`src/rtl/alarm_pkg.sv`:
```
// Shared types and constants for the alarm unit.
// Covers the FSM state type, the digit wrap limits and the one-hot digit-select codes.
package alarm_pkg;

  typedef enum logic [1:0] {
    IDLE    = 2'd0,
    SET     = 2'd1,
    RINGING = 2'd2,
    SNOOZE  = 2'd3
  } alarm_state_t;

  localparam logic [3:0] MIN_U_MAX   = 4'd9;
  localparam logic [3:0] MIN_T_MAX   = 4'd5;
  localparam logic [3:0] HR_T_MAX    = 4'd2;
  localparam logic [3:0] HR_U_MAX    = 4'd9;
  localparam logic [3:0] HR_U_MAX_24 = 4'd3;

  localparam logic [3:0] SEL_MINU = 4'b0001;
  localparam logic [3:0] SEL_MINT = 4'b0010;
  localparam logic [3:0] SEL_HRU  = 4'b0100;
  localparam logic [3:0] SEL_HRT  = 4'b1000;

  // Wrap is done by an explicit compare against the limit, never by overflow.
  function automatic logic [3:0] nextDigit(input logic [3:0] digit, input logic [3:0] maxVal);
    return (digit >= maxVal) ? 4'd0 : digit + 4'd1;
  endfunction

  function automatic logic [3:0] rotateSel(input logic [3:0] sel);
    return {sel[2:0], sel[3]};
  endfunction

endpackage

```
`src/rtl/alarm_time_reg.sv`:
```
// Stored alarm time (HH:MM, BCD).
// The selected digit is incremented with 24-hour wrap rules.
module alarm_time_reg
  import alarm_pkg::*;
(
  input  logic       clk,
  input  logic       resetn,
  input  logic       inc,
  input  logic [3:0] sel,
  output logic [3:0] minU,
  output logic [3:0] minT,
  output logic [3:0] hrU,
  output logic [3:0] hrT
);

  logic [3:0] hrTNext;
  logic [3:0] hrUMax;

  assign hrTNext = nextDigit(hrT, HR_T_MAX);
  assign hrUMax  = (hrT == HR_T_MAX) ? HR_U_MAX_24 : HR_U_MAX;

  // Moving into the 20s hours must not leave an illegal 24..29 hour behind.
  always_ff @(posedge clk or negedge resetn) begin
    if (!resetn) begin
      minU <= 4'd0;
      minT <= 4'd0;
      hrU  <= 4'd0;
      hrT  <= 4'd0;
    end else if (inc) begin
      case (sel)
        SEL_MINU: minU <= nextDigit(minU, MIN_U_MAX);
        SEL_MINT: minT <= nextDigit(minT, MIN_T_MAX);
        SEL_HRU:  hrU  <= nextDigit(hrU, hrUMax);
        SEL_HRT: begin
          hrT <= hrTNext;
          if ((hrTNext == HR_T_MAX) && (hrU > HR_U_MAX_24)) begin
            hrU <= 4'd0;
          end
        end
        default: ;
      endcase
    end
  end

endmodule

```
`src/rtl/alarm_unit.sv`:
```
// Alarm clock controller: compares live time with the stored alarm.
// Rings with a 1 Hz beep, handles snooze and auto-timeout, and owns its own set mode.
module alarm_unit
  import alarm_pkg::*;
#(
  parameter int RING_SECS   = 60,
  parameter int SNOOZE_SECS = 300,
  parameter int CNT_W       = 9
) (
  input  logic       clk,
  input  logic       resetn,
  input  logic       sec_tick,
  input  logic [3:0] secU,
  input  logic [3:0] secT,
  input  logic [3:0] minU,
  input  logic [3:0] minT,
  input  logic [3:0] hrU,
  input  logic [3:0] hrT,
  input  logic       alarm_en,
  input  logic       set_alarm,
  input  logic       switch_select,
  input  logic       increment,
  input  logic       snooze,
  output logic [3:0] alm_minU,
  output logic [3:0] alm_minT,
  output logic [3:0] alm_hrU,
  output logic [3:0] alm_hrT,
  output logic [3:0] alm_sel,
  output logic       ringing,
  output logic       buzz
);

  localparam logic [CNT_W-1:0] RING_LAST   = CNT_W'(RING_SECS - 1);
  localparam logic [CNT_W-1:0] SNOOZE_LAST = CNT_W'(SNOOZE_SECS - 1);

  alarm_state_t     state;
  logic [3:0]       almSel;
  logic [CNT_W-1:0] counter;
  logic             toneQ;
  logic             ringingQ;
  logic             matchQ;
  logic             match;
  logic             trigger;
  logic             incPulse;

  assign match = (hrT == alm_hrT) && (hrU == alm_hrU) &&
                 (minT == alm_minT) && (minU == alm_minU) &&
                 (secT == 4'd0) && (secU == 4'd0);
  assign trigger  = match && !matchQ && alarm_en;
  assign incPulse = (state == SET) && set_alarm && increment;

  alarm_time_reg timeReg (
    .clk    (clk),
    .resetn (resetn),
    .inc    (incPulse),
    .sel    (almSel),
    .minU   (alm_minU),
    .minT   (alm_minT),
    .hrU    (alm_hrU),
    .hrT    (alm_hrT)
  );

  // matchQ resets high so that powering up exactly at the alarm time never rings.
  always_ff @(posedge clk or negedge resetn) begin
    if (!resetn) begin
      state    <= IDLE;
      almSel   <= 4'b0000;
      counter  <= '0;
      toneQ    <= 1'b0;
      ringingQ <= 1'b0;
      matchQ   <= 1'b1;
    end else begin
      matchQ <= match;
      if (set_alarm) begin
        state    <= SET;
        counter  <= '0;
        toneQ    <= 1'b0;
        ringingQ <= 1'b0;
        if (state != SET) begin
          almSel <= SEL_MINU;
        end else if (switch_select) begin
          almSel <= rotateSel(almSel);
        end
      end else if (!alarm_en && ((state == RINGING) || (state == SNOOZE))) begin
        state    <= IDLE;
        counter  <= '0;
        toneQ    <= 1'b0;
        ringingQ <= 1'b0;
      end else begin
        case (state)
          IDLE: begin
            if (trigger) begin
              state    <= RINGING;
              counter  <= '0;
              toneQ    <= 1'b1;
              ringingQ <= 1'b1;
            end
          end
          SET: begin
            state  <= IDLE;
            almSel <= 4'b0000;
          end
          // Snooze wins over a timeout tick arriving in the same cycle.
          RINGING: begin
            if (snooze) begin
              state    <= SNOOZE;
              counter  <= '0;
              toneQ    <= 1'b0;
              ringingQ <= 1'b0;
            end else if (sec_tick) begin
              if (counter == RING_LAST) begin
                state    <= IDLE;
                counter  <= '0;
                toneQ    <= 1'b0;
                ringingQ <= 1'b0;
              end else begin
                counter <= counter + 1'b1;
                toneQ   <= ~toneQ;
              end
            end
          end
          SNOOZE: begin
            if (sec_tick) begin
              if (counter == SNOOZE_LAST) begin
                state    <= RINGING;
                counter  <= '0;
                toneQ    <= 1'b1;
                ringingQ <= 1'b1;
              end else begin
                counter <= counter + 1'b1;
              end
            end
          end
          default: state <= IDLE;
        endcase
      end
    end
  end

  assign alm_sel = almSel;
  assign ringing = ringingQ;
  assign buzz    = ringingQ & toneQ;

endmodule
```
`config.mk`:
```
export PLATFORM = sky130hd
export DESIGN_NAME = alarm_unit
export DESIGN_NICKNAME = d
export VERILOG_FILES = /design/src/rtl/alarm_pkg.sv /design/src/rtl/alarm_time_reg.sv /design/src/rtl/alarm_unit.sv
export SDC_FILE = /design/constraint.sdc
export NUM_CORES = 1
export LEC_CHECK = 0
export ABC_AREA = 1
export CORE_MARGIN = 2
export CORE_UTILIZATION = 35
export DETAILED_ROUTE_END_ITERATION = 8
export PLACE_DENSITY = 0.65
export SYNTH_ARGS = -nofsm -noshare
export SYNTH_HDL_FRONTEND = slang
export SYNTH_SLANG_ARGS = --single-unit
export TNS_END_PERCENT = 1
```
`constraint.sdc`:
```
create_clock -name clk -period 2.7 [get_ports clk]
set_clock_uncertainty 0.2 [all_clocks]
set_input_delay 0.405 -clock clk [delete_from_list [all_inputs] [get_ports clk]]
set_output_delay 0.405 -clock clk [all_outputs]
set_load 0.05 [all_outputs]
```
Word-level counts from Yosys, hierarchy flattened
Index checks and enable logic that the tools add are counted.
{"block": "totals", "regBits": 34, "in_bits": 32, "out_inout_bits": 22, "word_cells": 120}
{"block": "classes", "add_sub_neg": 5, "n_lt_le_gt_ge": 5, "eq_ne": 24, "muxes": 45, "n_bitwise": 2, "reduce_logical": 29}
{"op": "$mux 9", "count": 8}
{"op": "$mux 4", "count": 11}
{"op": "$pmux 9 s3", "count": 1}
{"op": "$add 4x1->4 const B", "count": 4}
{"op": "$eq 4x4->1", "count": 4}
{"op": "$mux 2", "count": 8}
{"op": "$mux 1", "count": 13}
{"op": "$eq 4x2->1 const B", "count": 3}
{"op": "$logic_and 1x1->1", "count": 11}
{"op": "$reduce_and 5->1", "count": 2}
{"op": "$add 9x1->9 const B", "count": 1}
{"op": "$eq 9x6->1 const B", "count": 1}
{"op": "$eq 9x9->1 const B", "count": 1}
{"op": "$logic_not 4->1", "count": 2}
{"op": "$pmux 2 s4", "count": 1}
{"op": "$pmux 4 s2", "count": 1}
{"op": "$pmux 1 s3", "count": 2}
{"op": "$reduce_and 2->1", "count": 3}
{"op": "$reduce_and 3->1", "count": 2}
{"op": "$reduce_and 6->1", "count": 1}
{"op": "$ne 5x3->1 const B", "count": 1}
{"op": "$ne 5x4->1 const B", "count": 1}
{"op": "$reduce_bool 5->1", "count": 1}
{"op": "$eq 2x2->1 const B", "count": 2}
{"op": "22 further kinds", "count": 25}

Logic depth before layout (Yosys ltp)
{"block": "logic_depth", "ltp_word": 12, "mapped_depth": 13, "mapped_depth_nobuf": 13}

Modules after synthesis
From an unflattened synthesis, not the netlist that was laid out.
{"block": "unflattened", "hier_cells": 327, "hier_area_um2": 2397.3}
{"module": "alarm_unit", "n_inst": 1, "cells_each": 211, "area_per_inst_um2": 1405.1, "seq_area_each_um2": 451.7}
{"module": "alarm_time_reg", "n_inst": 1, "cells_each": 116, "area_per_inst_um2": 992.2, "seq_area_each_um2": 400.4}

Least setup slack after synthesis
Ideal clock, no wire load.
{"block": "synth_path", "kind": "reg2reg", "from": "register timeReg.hrT[1]", "to": "register timeReg.hrU[3]", "setup_time_ps": 83, "arrival_ps": 1973, "required_ps": 2417, "path_slack_ps": 444, "path_stages_with_launch": 13, "n_path_buf": 0, "period_less_slack_ps": 2256, "cell_sequence": "dfrtp_1 -> ha_1 -> inv_1 -> nor2_1 -> inv_1 -> ha_1 -> nand2_1 -> a21boi_0 -> nor2_1 -> inv_1 -> nor2_1 -> nand3_1 -> o21ai_0"}
{"block": "synth_via", "elab_chain_cells": 6, "elab_cells_between_ends": 12, "cone_classes": "add/sub (1); order compare (2); eq/ne (3); mux (4); reduce/logical (2)"}
{"item": "from (decl)", "line": "alarm_time_reg.sv:13", "source": "output logic [3:0] hrT"}
{"item": "from (signal assigned)", "line": "alarm_time_reg.sv:35", "source": "hrT <= hrTNext;"}
{"item": "$add 4x1->4 or $ge 4x2->1 (tied branches)", "line": "alarm_pkg.sv:25", "source": "return (digit >= maxVal) ? 4'd0 : digit + 4'd1;"}
{"item": "$mux 4", "line": "alarm_pkg.sv:25"}
{"item": "$eq 4x2->1", "line": "alarm_time_reg.sv:36", "source": "if ((hrTNext == HR_T_MAX) && (hrU > HR_U_MAX_24)) begin"}
{"item": "$logic_and 1x1->1", "line": "alarm_time_reg.sv:36"}
{"item": "$ne 2x1->1 (no source line)"}
{"item": "$reduce_and 3->1 (no source line)"}
{"item": "to (signal assigned)", "line": "alarm_time_reg.sv:33", "source": "SEL_HRU: hrU <= nextDigit(hrU, hrUMax);"}
{"item": "to (decl)", "line": "alarm_time_reg.sv:12", "source": "output logic [3:0] hrU,"}
Several ways; a longest one is shown, not always the timed one.
A chain may end at the register's enable or synchronous reset.

Final worst setup path
{"block": "layout_path", "from": "register timeReg.hrU[2]", "to": "output alm_hrU[2]"}
{"item": "to (decl)", "line": "alarm_unit.sv:26", "source": "output logic [3:0] alm_hrU,"}
No word-level cell between the ends.

==> impl_results.md <==
* Final Cycle Share at between 80% and 90%
* Worst-Margin Slew at about 500 ps
* Fin nets at 433
* Critical Path, Cell by Cell: clkdlybuf4s50_1
* Cts hold-fix bufs at 0
* Num CTS Buffers at 5
* R2R Path Start: timeReg.hrT[0]$_DFFE_PN0P_
* First-pass GRT wire length at 9160 µm
* Sequential share of the synthesized area at 36.1%
* Max Cap Viol at 0
* Final setup violating endpoints at 0
* Initial antenna violation count at 0
* Post-DRT Antenna Nets at 0
* Gr usage total at around 15%
* TNS Setup at 0 ps
* Top Ports at 54
* Fin. max-slew vios at 0
* Worst Hold Class: flop to flop
* Hold Path End: toneQ$_DFFE_PN0P_
* Vias per cell at 4.72
* ANT cells at 0
* Routability cong. at 0.910
* Required time of the critical path at between 2000 and 2500 ps
* Placed cell area at 2980 µm²
* Vias in the first global route at between 2000 and 2500
* Crit path time final at ~2300 ps
* CTS tree: built
* CP max FO at 7
* DR iter-0 viols at around 100
* WP buf/inv at 1
* Vert. Die Dim at 86.1 µm
* Crit start category: flop
* Clk Tree Root Cell: clkbuf_8
* # resized after CTS at 0
* Ys Warns at 0
* Num rows at 29
* Fin. Hold Viols at 0
* Final instance count without filler cells at approximately 470
* Core area at about 6400 µm²
* R2r worst-path depth at 13
* Metal2 WL at 2470 µm
* Power Density at around 700 nW/µm²
* Clock latency at the later pin of the worst-skew pair at ~290 ps
* Fillers at 635
* CP max stage delay at ~860 ps
* Initial core utilization at a little under two fifths
* Via count at 2205
* M1 WL at between 2000 and 2500 µm
* Area Overhead vs Synth at 30.3%
* Worst setup EP type: output port
* Syn Area/Cell at around 7 µm²
* Critical R2R Capture: timeReg.hrU[3]$_DFFE_PN0P_
* Yosys top cell area share at between 30% and 40%
* Hold depth at 2
* Synthesized flop and latch total at 34
* DRT Wirelength at 5160 µm
* Die Footprint at approximately 7400 µm²
* Hold Startpoint: toneQ$_DFFE_PN0P_
* Mapped Cells at about 330
* Synth Net Count at about 370
* CTS sink cnt at 34
* Total grt overflow at 0
* Leak at between 1 and 1.5 nW
* Area leader, netlist: dfrtp_1
* Hold Slack at 299 ps
* Critical path type: flop to output port
* CTS max path bufs at 2
* Reg-to-reg slack, setup at roughly 550 ps
* HPWL after DPL at roughly 4100 µm
* DRC at 0
* Placed insts at roughly 460
* Die X at 86.1 µm
* Worst IR Drop VDD at approximately 0.59 mV
* Unrepaired setup endpoints after global routing: no
* Clock-pin slew on the worst setup and hold paths at ~70 ps
* Largest net degree at the start of global routing at 35
* Top post-synthesis cells by area: dfrtp_1 (35%), nand2_1 (12%), nor2_1 (7.0%)
* Cell area after layout at ~3100 µm²
* DRT Pass-1 Iters at 4
* Ratio of cells with drive above 1 in the final layout at between 10% and 20%
* I/O Buffers at 53
* Metal3 WL at 219 µm
* Largest delay contributor family on the critical path: buffers and inverters
* Mapped cell area at between 2000 and 2500 µm²
* Slew headroom at 65.5%
* Wirelength per Cell at between 10 and 15 µm
* Post-CTS Setup Bufs at 0
* Critical Path AT at ~1700 ps
* Critical-path top delay cell: clkdlybuf4s50_1
* Highest metal used: met4
* Run status: complete, no violations
* Achievable Freq at approximately 0.44 GHz
* H-Tree Level Count at 2
* Distinct cells, synth at 33
## flip-flops by register name, summed over array words and instances (netlist names), 2 cells and up
| signal | flops |
|---|---|
| timeReg.minT | 4 |
| state | 2 |
| timeReg.minU | 4 |
| timeReg.hrU | 4 |
| counter | 9 |
| alm_sel | 4 |
| timeReg.hrT | 4 |
## through the flow
step | util [%] | setup WS (ps) | total power, mW
2_1_floorplan | - | 444 | 1.45
3_3_place_gp | 46.4 | 371 | 1.76
3_5_place_dp | 46.4 | 268 | 1.78
4_1_cts | 47.9 | 419 | 2.18
5_1_grt | 47.9 | 297 | 2.31
6_report | 47.9 | 446 | 2.16
## how the worst max path moves through the flow
stage                               start                    endpoint  slack, ps  cells past startpoint
2_1_floorplan  timeReg.hrT[1]$_DFFE_PN0P_  timeReg.hrU[3]$_DFFE_PN0P_        440                     12
3_3_place_gp                    set_alarm        state[0]$_DFFE_PN0P_        370                     10
3_5_place_dp                    set_alarm        state[0]$_DFFE_PN0P_        270                     10
4_1_cts            alm_sel[0]$_DFFE_PN0P_                  alm_sel[0]        420                      1
5_1_grt        timeReg.hrT[0]$_DFFE_PN0P_  timeReg.hrU[1]$_DFFE_PN0P_        300                     11
6_report       timeReg.hrU[2]$_DFFE_PN0P_                  alm_hrU[2]        450                      1
## cells in the mapped netlist (all sizes together)
cell    count
nor3        7
nand2      82
nand3      24
nor2       48
o22ai       6
a21boi      1
a31oi       1
a31o        1
inv        51
and3        1
a21oi       6
ha         12
o21ai      24
xnor2       5
buf         1
dfstp       1
dfrtp      33
o211ai      1
a41oi       1
a211oi      1
nor4        1
nand4       9
xor2        6
clkinv      4
nand3b      1
or2         1
## cell usage in the layout (no fill, tap or decap), types with 5 or more instances in the layout
cell,netlist,routed
xor2_1,6,6
nand2_1,78,78
clkbuf_8,0,6
ha_1,12,12
o21ai_0,13,13
nor3_1,7,7
clkdlybuf4s50_1,0,53
o22ai_1,6,6
nand3_1,23,23
inv_1,42,42
a21oi_1,6,6
xnor2_1,5,5
o21ai_2,9,9
nand4_1,9,9
nor2_1,44,44
inv_2,9,9
dfrtp_1,33,33
## final cells by class
cell class / count / area (µm²) / share of cell area [%]
clock buffer: 7 / 86.3 / 2.81
clock inverter: 1 / 5.00 / 0.163
inverter: 55 / 206 / 6.72
multi-input combinational: 239 / 1290 / 42.0
sequential: 34 / 852 / 27.7
tap: 77 / 96.3 / 3.13
timing repair buffer: 54 / 538 / 17.5
## report_power, final
group	switching, mW	internal [mW]	leakage [nW]
logic	0.656	0.359	0.953
registers	0.142	0.606	0.415
clock network	0.187	0.206	0.0482
## worst reg2reg max path: stages, from the launching register on
cell      delay, ps
dfrtp_1         420
inv_2           110
ha_1            170
inv_1            40
nor2_1          160
inv_1            70
ha_1            260
nand2_1          50
a21boi_0         70
nor2_1          220
inv_1            70
nor2_1           90
nand3_1          80
o21ai_0          70
## layer usage
metal / up-vias / GRT usage (%)
li1: 1174 / -
met5: - / 0
met2: 34 / 25.9
met3: 7 / 4.43
met1: 990 / 18.7
met4: 0 / 4.47
## cell families (layout without fill, tap and decap cells)
| group | after synthesis | after routing | synth area share, % |
|---|---|---|---|
| AND/OR/NAND/NOR | 174 | 174 | 32.7 |
| buffers and inverters | 56 | 117 | 9.23 |
| AO/OA/AOI/OAI | 42 | 42 | 11.6 |
| flip-flops | 34 | 34 | 36.1 |
| adder cells (fa/ha/maj) | 12 | 12 | 6.36 |
| XOR/XNOR | 11 | 11 | 4.08 |
Power figures use the tool's default switching activity.
